File: config.mk
export PLATFORM = sky130hd
export DESIGN_NAME = fwd_scoreboard
export DESIGN_NICKNAME = d
export VERILOG_FILES = /design/src/rtl/pipe_pkg.sv /design/src/rtl/fwd_src_match.sv /design/src/rtl/fwd_scoreboard.sv
export SDC_FILE = /design/constraint.sdc
export NUM_CORES = 1
export LEC_CHECK = 0
export ABC_CLOCK_PERIOD_IN_PS = 7600
export BUFFER_PORTS_ARGS = -buffer_cell sky130_fd_sc_hd__buf_2
export CAP_MARGIN = 20
export CORE_MARGIN = 1
export CORE_UTILIZATION = 58
export CTS_BUF_LIST = sky130_fd_sc_hd__clkbuf_16
export DETAILED_ROUTE_END_ITERATION = 10
export PLACE_DENSITY = 0.85
export SYNTH_ARGS = -nofsm -noshare
export SYNTH_HDL_FRONTEND = slang
export SYNTH_HIERARCHICAL = 1
export SYNTH_SLANG_ARGS = --single-unit
export TNS_END_PERCENT = 20
File: constraint.sdc
create_clock -name clk -period 7.6 [get_ports clk]
set_clock_uncertainty 0.05 [all_clocks]
set_input_delay 0.38 -clock clk [delete_from_list [all_inputs] [get_ports clk]]
set_output_delay 0.38 -clock clk [all_outputs]
set_load 0.05 [all_outputs]
File: src/rtl/pipe_pkg.sv
// Shared pipeline definitions: register address width, forward-select encodings
// and the shadow-pipe entry that tracks one in-flight producer.
package pipe_pkg;

  localparam int REG_ADDR_W = 5;
  localparam int FWD_RF     = 0;
  localparam int READY_ALU  = 1;
  localparam int READY_LOAD = 2;
  localparam int STAGE_W    = 8;

  typedef struct packed {
    logic                  v;
    logic [REG_ADDR_W-1:0] rd;
    logic [STAGE_W-1:0]    rs_stage;
  } shadow_entry_t;

  // Out-of-range ready stages are treated as the deepest latch, the safest choice.
  function automatic logic [STAGE_W-1:0] norm_ready(input int unsigned ready,
                                                    input int unsigned depth);
    if (ready < READY_ALU || ready > depth) begin
      return STAGE_W'(depth);
    end
    return STAGE_W'(ready);
  endfunction

endpackage

File: src/rtl/fwd_src_match.sv
// Priority match of one source register against the shadow pipe; the youngest
// producer wins and either forwards from its latch or raises a hazard.
module fwd_src_match
  import pipe_pkg::*;
#(
  parameter int DEPTH = 2,
  parameter int SW    = $clog2(DEPTH + 1)
) (
  input  shadow_entry_t         i_pipe [1:DEPTH],
  input  logic [REG_ADDR_W-1:0] i_rs,
  input  logic                  i_used,
  output logic [SW-1:0]         o_sel,
  output logic                  o_hazard
);

  // Scan oldest to youngest so the youngest matching producer overwrites the result.
  always_comb begin
    o_sel    = SW'(FWD_RF);
    o_hazard = 1'b0;
    for (int j = DEPTH; j >= 1; j--) begin
      if (i_used && i_pipe[j].v && (i_pipe[j].rd == i_rs)) begin
        if (j >= int'(i_pipe[j].rs_stage)) begin
          o_sel    = SW'(j);
          o_hazard = 1'b0;
        end else begin
          o_sel    = SW'(FWD_RF);
          o_hazard = 1'b1;
        end
      end
    end
  end

endmodule

File: src/rtl/fwd_scoreboard.sv
// Forwarding and load-use hazard unit: tracks producers in a shadow pipe beside
// ID/EX, stalls ID on unready operands and registers forward selects into EX.
module fwd_scoreboard
  import pipe_pkg::*;
#(
  parameter int NUM_SRC = 2,
  parameter int DEPTH   = 2,
  parameter int SW      = $clog2(DEPTH + 1)
) (
  input  logic                            clk,
  input  logic                            rst,
  input  logic                            id_valid,
  input  logic [NUM_SRC*REG_ADDR_W-1:0]   id_rs,
  input  logic [NUM_SRC-1:0]              id_rs_used,
  input  logic                            id_reg_write,
  input  logic [REG_ADDR_W-1:0]           id_rd,
  input  logic [SW-1:0]                   id_ready_stage,
  input  logic                            flush,
  input  logic                            freeze,
  output logic                            stall,
  output logic [NUM_SRC*SW-1:0]           ex_fwd_sel,
  output logic [31:0]                     stall_count
);

  shadow_entry_t              r_pipe [1:DEPTH];
  logic [NUM_SRC*SW-1:0]      r_exFwdSel;
  logic [31:0]                r_stallCount;

  logic [NUM_SRC*SW-1:0]      w_sel;
  logic [NUM_SRC-1:0]         w_hazard;
  logic                       w_stall;
  logic                       w_insert;
  logic                       w_issueFwd;
  shadow_entry_t              w_newEntry;

  for (genvar p = 0; p < NUM_SRC; p++) begin : g_match
    fwd_src_match #(
      .DEPTH (DEPTH),
      .SW    (SW)
    ) u_match (
      .i_pipe   (r_pipe),
      .i_rs     (id_rs[REG_ADDR_W*p +: REG_ADDR_W]),
      .i_used   (id_rs_used[p]),
      .o_sel    (w_sel[SW*p +: SW]),
      .o_hazard (w_hazard[p])
    );
  end

  // x0 is never entered as valid, so reads of x0 can never match or stall.
  assign w_stall    = id_valid & ~flush & (|w_hazard);
  assign w_insert   = id_valid & id_reg_write & (id_rd != '0) & ~flush & ~w_stall;
  assign w_issueFwd = id_valid & ~flush & ~w_stall;

  assign w_newEntry.v        = w_insert;
  assign w_newEntry.rd       = id_rd;
  assign w_newEntry.rs_stage = norm_ready(32'(id_ready_stage), 32'(DEPTH));

  always_ff @(posedge clk or posedge rst) begin
    if (rst) begin
      for (int k = 1; k <= DEPTH; k++) begin
        r_pipe[k] <= '0;
      end
      r_exFwdSel   <= '0;
      r_stallCount <= '0;
    end else if (!freeze) begin
      for (int k = DEPTH; k >= 2; k--) begin
        r_pipe[k] <= r_pipe[k-1];
      end
      r_pipe[1]  <= w_newEntry;
      r_exFwdSel <= w_issueFwd ? w_sel : {NUM_SRC{SW'(FWD_RF)}};
      if (w_stall && (r_stallCount != '1)) begin
        r_stallCount <= r_stallCount + 32'd1;
      end
    end
  end

  assign stall       = w_stall;
  assign ex_fwd_sel  = r_exFwdSel;
  assign stall_count = r_stallCount;

endmodule

; Word-level counts from Yosys, hierarchy flattened
; Cells that the tools add are included.
[word_totals]
ff_bits = 64
in_bits = 25
output_inout_bits = 37
wordCells = 57
[classes]
add_sub_neg = 1
n_lt_le_gt_ge = 4
eq_ne = 5
n_mux = 16
bitwise_logic = 10
n_reduce_logical = 13
[op_table]
columns = op, n
row1 = $add A32 B1 Y32 const B, 1
row2 = $ne A32 B32 Y1 const B, 1
row3 = $eq A5 B5 Y1, 4
row4 = $mux W8, 2
row5 = $mux W2, 5
row6 = $logic_and A1 B1 Y1, 9
row7 = $ge A1 B8 Y1 const A, 1
row8 = $ge A2 B8 Y1 const A, 1
row9 = $mux W1, 8
row10 = $and A1 B1 Y1, 7
row11 = $reduce_bool A5 Y1, 1
row12 = $mux W4, 1
row13 = $not A1 Y1, 3
row14 = $gt A2 B2 Y1 const B, 1
row15 = $lt A2 B1 Y1 const B, 1
row16 = $reduce_and A2 Y1, 1
row17 = $reduce_or A2 Y1, 1
row18 = $logic_or A1 B1 Y1, 1

; Depth between registers and ports, before layout
[depth]
word_depth = 9
ltp_mapped = 9

; Hierarchy
; The synthesis kept the hierarchy.
[by_module_without_submodules]
columns = module, instances, cells_per_inst, area_each_um2, seq_area_each_um2
row1 = fwd_scoreboard, 1, 204, 2346.0, 1301.2
row2 = fwd_src_match, 2, 24, 183.9, 0.0

; Worst setup path after synthesis
; No wires, ideal clock.
[synth_path]
path_type = register -> output
start = register r_pipe[26] (netlist name)
end = output port stall
t_arrival_ns = 2.449
t_required_ns = 7.170
path_slack_ns = 4.721
stages_incl_launch_ff = 7
n_path_buf = 0
path_cell_list = dfrtp_1 > xor2_1 > nor4_2 > nand4_1 > mux2_1 > nor2_1 > nor3b_1
[synth_via]
elab_chain_cells = 5
elab_cells_between_ends = 8
cone_classes = eq/ne (2) / mux (2) / bitwise (1) / reduce/logical (3)
[synth_rtl]
columns = item, line
row1 = start: declaration, fwd_scoreboard.sv:25  ; shadow_entry_t r_pipe [1:DEPTH];
row2 = start signal: indexed assignment, fwd_scoreboard.sv:67  ; r_pipe[k] <= r_pipe[k-1];
row3 = $eq A5 B5 Y1, fwd_src_match.sv:21  ; if (i_used && i_pipe[j].v && (i_pipe[j].rd == i_rs)) begin
row4 = $logic_and A1 B1 Y1, fwd_src_match.sv:21
row5 = $mux W1, fwd_src_match.sv:21
row6 = via w_hazard[1], fwd_scoreboard.sv:30  ; logic [NUM_SRC-1:0] w_hazard;
row7 = $reduce_or A2 Y1, fwd_scoreboard.sv:50  ; assign w_stall = id_valid & ~flush & (|w_hazard);
row8 = $and A1 B1 Y1, fwd_scoreboard.sv:50
row9 = end: declaration, fwd_scoreboard.sv:20  ; output logic stall,
; The timed path passes the listed nets, and every way through them passes these cells.

; Final worst setup path
; Ends and elaborated chain as after synthesis.

==> run summary <==
EDFF count, synth: 0
Die Ht: 70.4 um
GR Layer Usage met3: 5.05%
combinational family with the most area after synthesis: simple AND/OR/NAND/NOR gates
Critical Path RT: 7.17 ns
Synthesis Warnings: 6
DRC Markers: 0
dpl hpwl: 4160 um
Yosys reg bits: 52
Compound-Gate Fraction of Synth Area: 4.75%
Fillers: 322
Leak: 1.71 nW
pre-CTS WS: 4.74 ns
pin count of the biggest net entering global routing: 53
Via density: 5.52
Overflow after GRT: 0
Placement Cell Area: 3150 um2
met1 Usage GRT: 32.8%
Distinct cells, synth: 39
Post-CTS Resized: 0
Avg Synthesized Cell Area: 10.8 um2
Final Hold Fails: 0
RSZ-0062 raised after global routing: no
Sink Count: 52
Post-Synth XOR/XNOR Area: 15.8%
critical path startpoint: r_pipe[26]
worst path bufs/invs: 1
post-layout min period: 2.86 ns
Worst Max-Slew Pin Slew: 0.553 ns
number of diodes: 0
Starting Density: 61.5%
Worst-Skew Late Latency: 0.29 ns
Synth Area in Adders: 0.461%
asr flop ratio synth: 100%
CTS Hold Buffers Added: 0
Post-Route WL: 5650 um
H-tree lvl count: 2
ratio of final minimum period to clock period: 37.6%
DR vias: 2165
worst-path fanout max: 5
Synth Area in Simple Gates: 23.4%
port bufs: 61
Crit. End Element: primary output
Seq/Total Area, Yosys: 47.9%
Post-Layout Cell Count: 392
GRT Util Overall: 24.7%
num ports: 62
nets@finish: 365
critical path arrival: 2.43 ns
worst setup margin: 4.74 ns
pwr dens: 179 nW/um2
most frequent cells in the layout: buf_2 (61), dfrtp_1 (52), xor2_1 (36)
CP Launch Type: flop
Sum Neg Setup Slack: 0 ns
initial antenna violation count: 0
Post-CTS Setup Inserts: 0
final setup violation count: 0
Worst path top cell family by delay: simple AND/OR/NAND/NOR gates
DRT iter0 DRCs: 88
CTS tree: done
fin. max-slew vios: 0
post-route ant nets: 0
Post-Synthesis Cells: 252
1st-pass router iterations: 4
Post-synth top flop: dfrtp_1
leading cell type in the layout, fill and taps excluded: buf_2
total power: 0.000598 W
reg-to-reg startpoint: r_pipe[26]
global-route met2 utilization: 40.8%
clk slew on worst S/H paths: 0.07 ns
CTS Root Cell: clkbuf_16
die area: 4960 um2
post-route design area: 3330 um2
post-synthesis mux area share: 6.22%
total CTS buffers: 5
kind of critical path: flop to primary output
Mapped Area: 2710 um2
CP Cell Sequence: xor2_1, nor4_2, nand4_1, mux2_1, nor2_1, nor3b_1, buf_2
CP peak stage delay: 0.43 ns
number of cell rows: 24
GRT Max-Usage Layer: met2
slew margin rel.: 62.8%
first-pass GRT wire length: 9600 um
share of cells above drive strength 1: 26.8%
Routability Congestion: 0.902
outcome: completed
clock tree buffer depth: 2
max_cap viols: 0
Fmax: 350 MHz
number of global-route vias before repair: 2079
DIE WIDTH: 70.4 um
WL per Instance: 14.4 um
P&R area growth vs syn: 22.9%
worst min path class: primary input to asynchronous set/reset pin
Critical-path top delay cell: dfrtp_1
DP Cell Count: 383
peak supply drop: 0.108 mV
Core Region: 4410 um2
-- metrics by stage --
step | utilization, % | hold WS (ns)
floorplan | - | 0.400
global placement | 71.4 | 0.420
detailed placement | 71.4 | 0.426
CTS | 75.1 | 0.284
global route | 75.5 | 0.0374
finish | 75.5 | 0.0130
-- registers in the layout, summed over array words and instances, names as in the netlist --
signal / cells
stall_count: 32
r_pipe: 16
ex_fwd_sel: 4
-- per-layer routing --
metal	vias to the layer above	wire, um
met3	11	249
met5	-	0
li1	1062	-
met2	58	2800
met1	1034	2510
met4	0	95
-- Yosys cell counts, types with 2 or more instances --
master,number,area (um2)
mux2_1,3,33.8
clkbuf_1,3,11.3
inv_1,4,15.0
xor2_1,36,315
and4b_2,2,22.5
and4_1,4,35.0
or2_0,2,12.5
nor2_1,14,52.6
and3_1,6,37.5
nor4_2,3,37.5
a22o_1,4,35.0
nor3b_1,2,15.0
a211oi_1,2,15.0
nand2_1,21,78.8
mux2_2,12,135
nor3_1,14,70.1
xnor2_1,13,114
nand4_1,9,56.3
a21oi_1,5,25.0
nor4_1,11,68.8
dfrtp_1,52,1300
nand3_1,13,65.1
-- path summary, 6_finish.rpt --
kind | to | cells past startpoint | slack, ns
worst max register to register | stall_count[30] | 9 | 4.81
max in group asynchronous | stall_count[28] | 3 | 6.97
worst min register to register | r_pipe[14] | 1 | 0.44
worst max-delay path | stall | 7 | 4.74
min in group clk | r_pipe[22] | 2 | 0.29
worst min-delay path | stall_count[11] | 2 | 0.01
-- power by group --
part | switching (W) | internal, W
sequential | 0.0000111 | 0.000287
combinational | 0.0000285 | 0.0000248
clock | 0.0000940 | 0.000154
total | 0.000134 | 0.000465
-- cell families after synthesis --
kind of cell	count (synthesis)
AND/OR/NAND/NOR	107
flip-flops	52
XOR/XNOR	49
AO/OA/AOI/OAI	18
multiplexers	15
buffers and inverters	9
adder cells (fa/ha/maj)	1
other	1
-- final cells by class --
| type | instances | area (um2) | area share (%) |
|---|---|---|---|
| inverter | 4 | 15.0 | 0.450 |
| sequential | 52 | 1300 | 39.0 |
| timing repair buffer | 62 | 325 | 9.76 |
| multi-input combinational | 214 | 1460 | 43.9 |
| clock buffer | 5 | 125 | 3.75 |
| clock inverter | 3 | 38.8 | 1.16 |
| tap | 52 | 65.1 | 1.95 |
(Power assumes the default switching activity.)
